$ cat config.mk
export PLATFORM = sky130hd
export DESIGN_NAME = tree_operand_pairer
export DESIGN_NICKNAME = d
export VERILOG_FILES = /design/src/rtl/tree_operand_pairer.sv
export SDC_FILE = /design/constraint.sdc
export NUM_CORES = 1
export LEC_CHECK = 0
export ABC_AREA = 1
export CORE_UTILIZATION = 47
export CTS_BUF_LIST = sky130_fd_sc_hd__clkbuf_8
export CTS_CLUSTER_SIZE = 30
export DETAILED_ROUTE_END_ITERATION = 6
export GPL_ROUTABILITY_DRIVEN = 0
export PLACE_DENSITY = 0.9
export SLEW_MARGIN = 5
export SYNTH_ARGS = -nofsm -noshare
export SYNTH_HDL_FRONTEND = slang
export SYNTH_SLANG_ARGS = --single-unit
export TNS_END_PERCENT = 100
$ cat constraint.sdc
create_clock -name clk -period 1.29 [get_ports clk]
set_input_delay 0.129 -clock clk [delete_from_list [all_inputs] [get_ports clk]]
set_output_delay 0.129 -clock clk [all_outputs]
set_load 0.02 [all_outputs]
$ cat src/rtl/tree_operand_pairer.sv
// rtl/tree_operand_pairer.sv - operand pairer feeding one binary-tree adder level
//
// Purpose: groups a serial operand stream into (A, B) pairs for the
// carry-lookahead adder stage. Odd groups are closed with a zero-padded B.
// It also delays a valid/last tag and the per-group pair count to line up
// with the adder's Sum output.
//
// Ports:
//   clk, rst      clock, synchronous active-high reset
//   in_*          operand stream (valid/ready, data, last)
//   pair_a/b      registered adder operands
//   pair_valid    pair registers hold an unissued pair
//   pair_last     pair contains the group's final operand
//   out_ready     next level takes the current pair's result this cycle
//   sum_valid     adder Sum is a real result this cycle
//   sum_last      that result closes its group
//   group_pairs   pairs in the group, meaningful when sum_last=1
module tree_operand_pairer #(
  parameter int W   = 17,
  parameter int LAT = 1,
  parameter int CW  = 8
) (
  input  logic          clk,
  input  logic          rst,
  input  logic          in_valid,
  output logic          in_ready,
  input  logic [W-1:0]  in_data,
  input  logic          in_last,
  output logic [W-1:0]  pair_a,
  output logic [W-1:0]  pair_b,
  output logic          pair_valid,
  output logic          pair_last,
  input  logic          out_ready,
  output logic          sum_valid,
  output logic          sum_last,
  output logic [CW-1:0] group_pairs
);

  typedef enum logic {EMPTY = 1'b0, HALF = 1'b1} state_t;

  state_t        state;
  state_t        state_next;
  logic [W-1:0]  hold_a;
  logic          accept;
  logic          fire;
  logic          load;
  logic          hold_en;
  logic [W-1:0]  load_a;
  logic [W-1:0]  load_b;
  logic          load_last;
  logic [CW-1:0] cnt;
  logic [CW-1:0] cnt_inc;
  logic          tag_v    [LAT];
  logic          tag_l    [LAT];
  logic [CW-1:0] cnt_pipe [LAT];

  // A pending pair can be replaced in the same cycle it fires.
  assign in_ready = !pair_valid || out_ready;
  assign accept   = in_valid && in_ready;
  assign fire     = pair_valid && out_ready;
  assign cnt_inc  = (cnt == {CW{1'b1}}) ? cnt : cnt + 1'b1;

  always_comb begin
    state_next = state;
    load       = 1'b0;
    hold_en    = 1'b0;
    load_a     = in_data;
    load_b     = '0;
    load_last  = 1'b1;
    case (state)
      EMPTY: begin
        if (accept) begin
          if (in_last) begin
            load = 1'b1;          // odd singleton closes the group, B padded with 0
          end else begin
            hold_en    = 1'b1;
            state_next = HALF;
          end
        end
      end
      HALF: begin
        if (accept) begin
          load       = 1'b1;
          load_a     = hold_a;
          load_b     = in_data;
          load_last  = in_last;
          state_next = EMPTY;
        end
      end
      default: state_next = EMPTY;
    endcase
  end

  always_ff @(posedge clk) begin
    if (rst) begin
      state      <= EMPTY;
      hold_a     <= '0;
      pair_a     <= '0;
      pair_b     <= '0;
      pair_valid <= 1'b0;
      pair_last  <= 1'b0;
      cnt        <= '0;
      for (int i = 0; i < LAT; i++) begin
        tag_v[i]    <= 1'b0;
        tag_l[i]    <= 1'b0;
        cnt_pipe[i] <= '0;
      end
    end else begin
      state <= state_next;
      if (hold_en) begin
        hold_a <= in_data;
      end

      // Load wins over fire; on a bare fire the operands stay put so the
      // adder keeps sampling a stable value.
      if (load) begin
        pair_valid <= 1'b1;
        pair_a     <= load_a;
        pair_b     <= load_b;
        pair_last  <= load_last;
      end else if (fire) begin
        pair_valid <= 1'b0;
      end

      if (fire) begin
        cnt <= pair_last ? '0 : cnt_inc;
      end

      // Tag and count pipes advance every cycle to track the adder latency.
      tag_v[0]    <= fire;
      tag_l[0]    <= fire && pair_last;
      cnt_pipe[0] <= (fire && pair_last) ? cnt_inc : cnt_pipe[0];
      for (int i = 1; i < LAT; i++) begin
        tag_v[i]    <= tag_v[i-1];
        tag_l[i]    <= tag_l[i-1];
        cnt_pipe[i] <= cnt_pipe[i-1];
      end
    end
  end

  assign sum_valid   = tag_v[LAT-1];
  assign sum_last    = tag_l[LAT-1];
  assign group_pairs = cnt_pipe[LAT-1];

endmodule

Word-level counts from Yosys, hierarchy flattened
Memory sizes are Yosys's and may differ from the RTL's.
Cells that the tools add are included.
{"block": "word_totals", "ff_bits": 62, "ram_bits": 10, "elab_cells": 51, "mem_count": 3}
{"memory": "cnt_pipe", "words": 1, "word_bits": 8, "rd": 1, "rd_clocked_by_memory_dff": 0, "write_ports": 1, "line_no": "55", "text": "logic [CW-1:0] cnt_pipe [LAT];"}
{"memory": "tag_l", "words": 1, "word_bits": 1, "rd": 1, "rd_clocked_by_memory_dff": 0, "write_ports": 1, "line_no": "54", "text": "logic tag_l [LAT];"}
{"memory": "tag_v", "words": 1, "word_bits": 1, "rd": 1, "rd_clocked_by_memory_dff": 0, "write_ports": 1, "line_no": "53", "text": "logic tag_v [LAT];"}
{"block": "classes", "add_sub_neg": 1, "n_eq_ne": 1, "muxes": 29, "n_bitwise": 1, "reduce_logical": 9}
{"op": "2-to-1 mux 17 bit", "n": 4}
{"op": "2-to-1 mux 8 bit", "n": 4}
{"op": "2-to-1 mux 1 bit", "n": 19}
{"op": "adder 8 x 1 -> 8 bit (second input constant)", "n": 1}
{"op": "equality test 8 bit (second input constant)", "n": 1}
{"op": "OR reduction 8 bit", "n": 1}
{"op": "one-hot mux 1 bit (2 select lines)", "n": 2}
{"op": "logical AND 1 bit", "n": 3}
{"op": "nonzero test 2 bit", "n": 1}
{"op": "OR reduction 1 bit", "n": 2}
{"op": "zero test 1 bit", "n": 1}
{"op": "logical OR 1 bit", "n": 1}
{"op": "inverter 1 bit", "n": 1}

Depth between registers and ports, before layout
Gate-level depths: netlist of the first run.
{"block": "logic_depth", "ltp_word": 6, "ltp_mapped": 10, "mapped_depth_nobuf": 9}

Worst setup path before layout of the first run
Ideal clock, no wire load.
{"block": "synth_path", "path_kind": "register -> register", "startpoint": "register pair_valid", "endpoint": "register pair_a[10]", "setup_time_ps": 70, "arrival_time_ps": 1324, "slack_ps": -104, "path_stages_with_launch": 10, "path_buffers": 1, "synth_period_minus_slack_ps": 1394, "path_cell_list": "dfxtp_1 -> nand2_2 -> nand2_4 -> inv_6 -> nand2_4 -> nand2_8 -> inv_6 -> buf_6 -> nand2_1 -> a21oi_1"}
{"block": "synth_via", "elab_chain_len": 5}
{"element": "from (decl)", "line_no": "31", "text": "output logic pair_valid,"}
{"element": "from (signal assigned)", "line_no": "100", "text": "pair_valid <= 1'b0;"}
{"element": "from (signal assigned)", "line_no": "117", "text": "pair_valid <= 1'b1;"}
{"element": "from (signal assigned)", "line_no": "122", "text": "pair_valid <= 1'b0;"}
{"element": "zero test 1 bit *", "line_no": "58", "text": "assign in_ready = !pair_valid || out_ready;"}
{"element": "logical OR 1 bit *", "line_no": "58"}
{"element": "via in_ready", "line_no": "26", "text": "output logic in_ready,"}
{"element": "logical AND 1 bit *", "line_no": "59", "text": "assign accept = in_valid && in_ready;"}
{"element": "2-to-1 mux 1 bit, or another cell as far along", "line_no": "82", "text": "if (accept) begin"}
{"element": "one-hot mux 1 bit (2 select lines) or 2-to-1 mux 17 bit (tied branches)", "line_no": "70", "text": "case (state)"}
{"element": "to (signal assigned)", "line_no": "118", "text": "pair_a <= load_a;"}
{"element": "to (decl)", "line_no": "29", "text": "output logic [W-1:0] pair_a,"}
The timed path passes the listed nets; every way through them passes the cells marked *.
A chain may end at the register's enable or synchronous reset.

Final worst setup path of the first run
{"block": "layout_path", "startpoint": "register cnt[0]", "endpoint": "register cnt[1]"}
{"block": "layout_via", "elab_chain_len": 3}
{"element": "from (decl)", "line_no": "51", "text": "logic [CW-1:0] cnt;"}
{"element": "from (signal assigned)", "line_no": "126", "text": "cnt <= pair_last ? '0 : cnt_inc;"}
{"element": "adder 8 x 1 -> 8 bit or equality test 8 bit (tied branches)", "line_no": "61", "text": "assign cnt_inc = (cnt == {CW{1'b1}}) ? cnt : cnt + 1'b1;"}
{"element": "2-to-1 mux 8 bit *", "line_no": "61"}
{"element": "2-to-1 mux 8 bit *", "line_no": "126"}
Every way passes the cells marked *; elsewhere a longest branch is shown, timed or not.

==> impl_metrics.py, run 1 <==
metrics = {
    "critical_path": {
        "rrSetupSlack_ps": -50,
        "cpPeakStageDelay_ps": 360,
        "crit_buf_inv": 1,
        "r2r-end": "cnt[1]",
        "worstSetupPathType": "flip-flop to flip-flop",
        "r2r_cells": 8,
        "r2r_start": "cnt[0]",
        "slowest_stage": "dfxtp_2",
        "path_max_fanout": 3,
        "crit_path_start_kind": "flip-flop",
        "crit_required_ps": 1590,
        "cp_cell_sequence": "ha_4 > nand2_4 > nor2_4 > buf_6 > nand3_1 > nand2_2 > nand2_1 > a21oi_2",
        "critPathTopFamily": "simple AND/OR/NAND/NOR gates",
        "arrival_ps": 1640,
        "end_kind": "flip-flop",
    },
    "timing": {
        "fin_ws_ps": -48.93,
        "fin_crit_ps": 1339,
        "hold_slack_ps": 396.8,
        "rsz0062_at_grt": "true",
        "hold_viol": 0,
        "tns_ps": -48.93,
        "fin_crit_sh_pct": 103.8,
        "max_freq_mhz": 746.9,
        "slew_violations": 0,
        "setup_viol": 1,
        "maxSlewHeadroom_pct": 80.57,
        "finClkSkew_ps": 6.793,
        "worst_pin_slew_ps": 291.2,
    },
    "run_status": {
        "status": "finished with violations",
        "violations": "negative setup slack",
    },
    "pwr": {
        "internal_power_uw": 3958,
        "clkPwrFrac_pct": 42.2,
        "combPwrFrac_pct": 13.3,
        "leakagePower_uw": 0.001953,
        "swShare_pct": 25.89,
        "seqPwrFrac_pct": 44.5,
        "max-vdd-ir-drop_v": 0.0008409,
        "p_sw_uw": 1383,
        "power_density_nw_per_um2": 1263,
    },
    "drt": {
        "drt_iter0_markers": 214,
        "ant_nets": 0,
        "wire_per_inst_um": 14.36,
        "num_vias": 3037,
        "drc": 0,
        "first_pass_iters": 4,
        "vias_per_cell": 5.236,
        "routed_wl_mm": 8.326,
    },
    "cells_and_area": {
        "design_area_sq_um": 4230,
        "n_antenna_cell": 0,
        "layout_common_cells": "114 x nand2_1, 67 x dfxtp_1, 57 x a21oi_1",
        "final_cells": 580,
        "final_common_cell": "nand2_1",
        "fin_util_pct": 69.80,
        "area_growth_pct": 40.06,
        "drive_above_1_share_pct": 15.05,
        "n_fill_cell": 454,
        "fin_nets": 523,
    },
    "global_route": {
        "grt_max_degree": 36,
        "grt_pass1_wl_mm": 12.76,
        "antenna_found_initial": 0,
        "grt_util_all_layers_pct": 25.53,
        "first_global_vias": 2770,
        "gr-total-overflow": 0,
    },
    "logic_synthesis": {
        "netlist_instances": 414,
        "avgSynthCellArea_sq_um": 7.296,
        "synth_seq_cells": 72,
        "syn_area_sq_um": 3020,
        "synth-edff-count": 0,
        "synth.distinct_cells": 25,
        "synth_warnings": 0,
        "ys_async_sr_fraction_pct": 0,
        "yosysSeqAreaShare_pct": 47.72,
        "syn-num-nets": 437,
        "ys.flop_type": "dfxtp_1",
    },
    "clocking": {
        "cts_hold_buffers": 0,
        "clock_latency_ps": 360,
        "h-tree-depth": 3,
        "cts_tree": "done",
        "clock-sinks": 72,
        "cts.path.max_buffers": 2,
        "cts-buffers-inserted": 9,
        "root_buffer": "clkbuf_8",
        "clk_pin_slew_worst_paths_ps": 80,
    },
    "worst_hold_path": {
        "whs_path_depth": 3,
        "hold_end": "pair_b[14]",
        "min-delay-start": "in_data[14]",
        "hold_class": "input port to flip-flop",
    },
    "floorplan": {
        "die_x_um": 82.17,
        "die-area_sq_um": 6751,
        "rows": 28,
        "pin_count": 69,
        "die_y_um": 82.17,
        "start_util_pct": 49.83,
        "core_area_sq_um": 6061,
    },
    "run": {
        "cap_violations": 0,
    },
    "placed_design": {
        "dp.cells": 563,
        "place_area_sq_um": 3923,
        "io_buffers": 68,
        "place_hpwl_mm": 5.250,
    },
}
==> power by group through the flow <==
stage	logic, uW	registers (uW)	clock network [uW]
finish	710	2380	2250
global route	775	2390	2360
CTS	691	2380	2260
detailed placement	725	2430	0
global placement	701	2420	0
floorplan	330	2500	0
==> cell type report <==
cell class / count / area [sq um] / area share (%)
flip-flops and latches: 72 / 1448 / 34.22
multi-input cells: 269 / 1354 / 32.00
repair buffers: 94 / 862.1 / 20.38
inverters: 54 / 220.2 / 5.206
clock buffers: 10 / 137.6 / 3.253
clock inverters: 6 / 115.1 / 2.721
well taps: 75 / 93.84 / 2.218
==> per-layer routing <==
layer	vias up	part of all wire [%]	global-route usage (%)
li1	1485	-	-
met1	1415	41	30.27
met2	115	50	42.89
met3	22	5.8	5.495
met4	0	3.0	13.86
met5	-	0	0
==> kinds of logic after synthesis <==
kind of cell / count (synthesis) / synth area share [%]
and+or+nand+nor: 172 / 24.73
AOI/OAI and AO/OA: 96 / 16.57
buffers and inverters: 73 / 10.56
DFF: 72 / 47.72
adders and majority gates: 1 / 0.4142
==> tightest hold or removal path: stages <==
cell,delay [ps]
clkdlybuf4s50_1,440
nand2_1,80
a21oi_1,50
==> sequential cells by signal (all words and copies together), names as in the netlist <==
signal	cells
hold_a	17
pair_a	17
pair_b	17
cnt	8
cnt_pipe	8
pair_last	1
pair_valid	1
state	1
tag_l	1
tag_v	1
==> how the worst max path moves through the flow <==
stage | startpoint | to | slack, ps | cells past startpoint
5_1_grt | cnt[0] | cnt[1] | -90 | 8
6_report | cnt[0] | cnt[1] | -50 | 8
2_1_floorplan | cnt[0] | cnt_pipe[0][1] | 30 | 8
3_5_place_dp | out_ready | pair_a[1] | -280 | 10
4_1_cts | cnt[0] | cnt[1] | 10 | 8
3_3_place_gp | out_ready | pair_a[5] | -200 | 10
==> per-stage QoR <==
step | setup slack [ps] | total power, uW
5_1_grt | -93.39 | 5522
2_1_floorplan | 32.53 | 2831
6_report | -48.93 | 5341
3_5_place_dp | -280.1 | 3152
3_3_place_gp | -196.5 | 3125
4_1_cts | 10.26 | 5324
==> Yosys cell counts (2+ instances only) <==
| master | instances | share of area [%] |
|---|---|---|
| a21oi_1 | 61 | 10 |
| nand3_1 | 26 | 4.3 |
| nand2_8 | 2 | 1.3 |
| inv_1 | 51 | 6.3 |
| inv_6 | 2 | 0.58 |
| nand2_4 | 2 | 0.75 |
| nand2_1 | 118 | 15 |
| o21ai_0 | 24 | 4.0 |
| clkbuf_1 | 8 | 0.99 |
| dfxtp_1 | 72 | 48 |
| buf_2 | 7 | 1.2 |
| o21ai_1 | 3 | 0.50 |
| o21bai_1 | 5 | 1.2 |
| nor2_1 | 19 | 2.4 |
| nand2_2 | 2 | 0.41 |
| buf_6 | 3 | 1.1 |
==> repair_timing <==
action | CTS | global route
buffers inserted | 0 | 1
endpoints found under the hold margin | 0 | 0
setup endpoints to repair | 53 | 50
pin swaps | 3 | 4
resized for setup | 60 | 28
Note: power is estimated with default switching activity, not from simulation.
==> run 2, diff against run 1 <==
CORE_UTILIZATION = 45   (was 47)
CTS_BUF_LIST = default   (was sky130_fd_sc_hd__clkbuf_8)
PLACE_DENSITY = 0.87   (was 0.9)
==> impl_metrics.py, run 2 (same netlist as run 1, synthesis figures left out) <==
metrics = {
    "critical_path": {
        "worstSetupPathType": "flip-flop to flip-flop",
        "crit_required_ps": 1540,
        "path_max_fanout": 7,
        "end_kind": "flip-flop",
        "arrival_ps": 1530,
        "crit_path_start_kind": "flip-flop",
    },
    "run_status": {
        "violations": "design-rule violations",
        "status": "finished with violations",
    },
    "run": {
        "cap_violations": 0,
    },
    "timing": {
        "setup_viol": 0,
        "rsz0062_at_grt": "true",
        "max_freq_mhz": 779.7,
        "hold_slack_ps": 203.3,
        "worst_pin_slew_ps": 515.8,
        "slew_violations": 0,
        "fin_crit_ps": 1283,
        "hold_viol": 0,
        "maxSlewHeadroom_pct": 65.62,
        "fin_crit_sh_pct": 99.43,
        "finClkSkew_ps": 7.959,
    },
    "drt": {
        "wire_per_inst_um": 13.67,
        "vias_per_cell": 5.123,
        "ant_nets": 0,
        "num_vias": 2951,
        "drt_iter0_markers": 166,
        "drc": 4,
        "first_pass_iters": 6,
        "routed_wl_mm": 7.873,
    },
    "clocking": {
        "clock_latency_ps": 350,
        "clock-sinks": 72,
        "cts_tree": "done",
        "cts-buffers-inserted": 9,
        "clk_pin_slew_worst_paths_ps": 80,
        "root_buffer": "clkbuf_8",
        "cts.path.max_buffers": 2,
        "h-tree-depth": 3,
    },
    "pwr": {
        "power_density_nw_per_um2": 1211,
        "swShare_pct": 26.48,
        "leakagePower_uw": 0.001910,
        "seqPwrFrac_pct": 47.4,
        "max-vdd-ir-drop_v": 0.0006294,
        "p_sw_uw": 1327,
        "internal_power_uw": 3684,
        "clkPwrFrac_pct": 38.7,
        "finalPower_uw": 5011,
        "combPwrFrac_pct": 13.9,
    },
    "cells_and_area": {
        "area_growth_pct": 37.03,
        "final_common_cell": "nand2_1",
        "fin_nets": 518,
        "n_antenna_cell": 0,
        "layout_common_cells": "113 x nand2_1, 67 x dfxtp_1, 58 x a21oi_1",
        "top_regs": "hold_a: 17 flops, pair_a: 17 flops, pair_b: 17 flops",
        "final_cells": 576,
        "drive_above_1_share_pct": 13.43,
    },
    "global_route": {
        "antenna_found_initial": 0,
        "grt_pass1_wl_mm": 12.85,
        "gr-total-overflow": 0,
        "first_global_vias": 2895,
        "grt_max_degree": 47,
        "grt_util_all_layers_pct": 22.98,
    },
    "placed_design": {
        "io_buffers": 68,
        "place_hpwl_mm": 4.951,
        "dp.cells": 559,
    },
    "floorplan": {
        "die-area_sq_um": 7043,
        "core_area_sq_um": 6422,
        "pin_count": 69,
        "die_y_um": 83.93,
        "start_util_pct": 47.03,
        "die_x_um": 83.93,
        "rows": 29,
    },
    "worst_hold_path": {
        "hold_class": "input port to flip-flop",
    },
}
==> run 2: worst paths after layout <==
check	start	depth (start not counted)	to	slack (ps)
max	cnt[1]	8	cnt_pipe[0][1]	7
min	rst	4	cnt_pipe[0][7]	200
max reg2reg	cnt[1]	8	cnt_pipe[0][1]	7
min reg2reg	hold_a[16]	2	hold_a[16]	450
==> run 2: final cells by class <==
class | instances | area [sq um]
clock buffers | 10 | 127.6
clock inverters | 5 | 81.33
fillers | 532 | 2283
inverters | 54 | 224.0
multi-input cells | 269 | 1339
flip-flops and latches | 72 | 1450
well taps | 77 | 96.34
repair buffers | 89 | 820.8
==> run 2: power by group through the flow <==
stage | combinational [uW] | clock [uW] | sequential (uW)
floorplan | 330 | 0 | 2500
CTS | 681 | 1960 | 2380
global route | 757 | 2080 | 2390
finish | 696 | 1940 | 2380
detailed placement | 716 | 0 | 2430
global placement | 695 | 0 | 2420
==> run 2: critical path, stage by stage, from the launching register on <==
cell and delay [ps]:
dfxtp_4 370, ha_4 140, nand2_4 60, nor2_4 160, nand2_4 120, nand2_2 100
nand2_2 70, o21bai_1 130, inv_1 50
==> run 2: stage by stage <==
step	setup slack, ps	area [sq um]	util [%]	TNS (ps)
2_1_floorplan	32.53	3029	-	0
3_3_place_gp	-210.4	3875	60.34	-10860
3_5_place_dp	-280.6	3875	60.34	-13260
4_1_cts	-13.33	4076	63.47	-13.33
5_1_grt	-50.84	4139	64.45	-220.5
6_report	7.407	4139	64.45	0
==> run 2: metal layers <==
| metal | vias to the layer above | share of wire, % | GRT usage (%) |
|---|---|---|---|
| met5 | - | 0 | 0 |
| met4 | 0 | 2.2 | 9.404 |
| li1 | 1467 | - | - |
| met1 | 1382 | 41 | 25.39 |
| met3 | 17 | 4.4 | 5.638 |
| met2 | 85 | 52 | 41.88 |
==> run 2: what timing repair did <==
item                       CTS  global route
buffers inserted             1             1
setup endpoints to repair   62            26
gates cloned                 0             0
pin swaps                    3             9
hold buffers                 0             0
resized for setup           59            21
==> run 3, diff against run 2 <==
CTS_CLUSTER_SIZE = 40   (was 30)
==> results of run 3 <==
The final DEF is identical to that of run 2; final timing and power are the same.
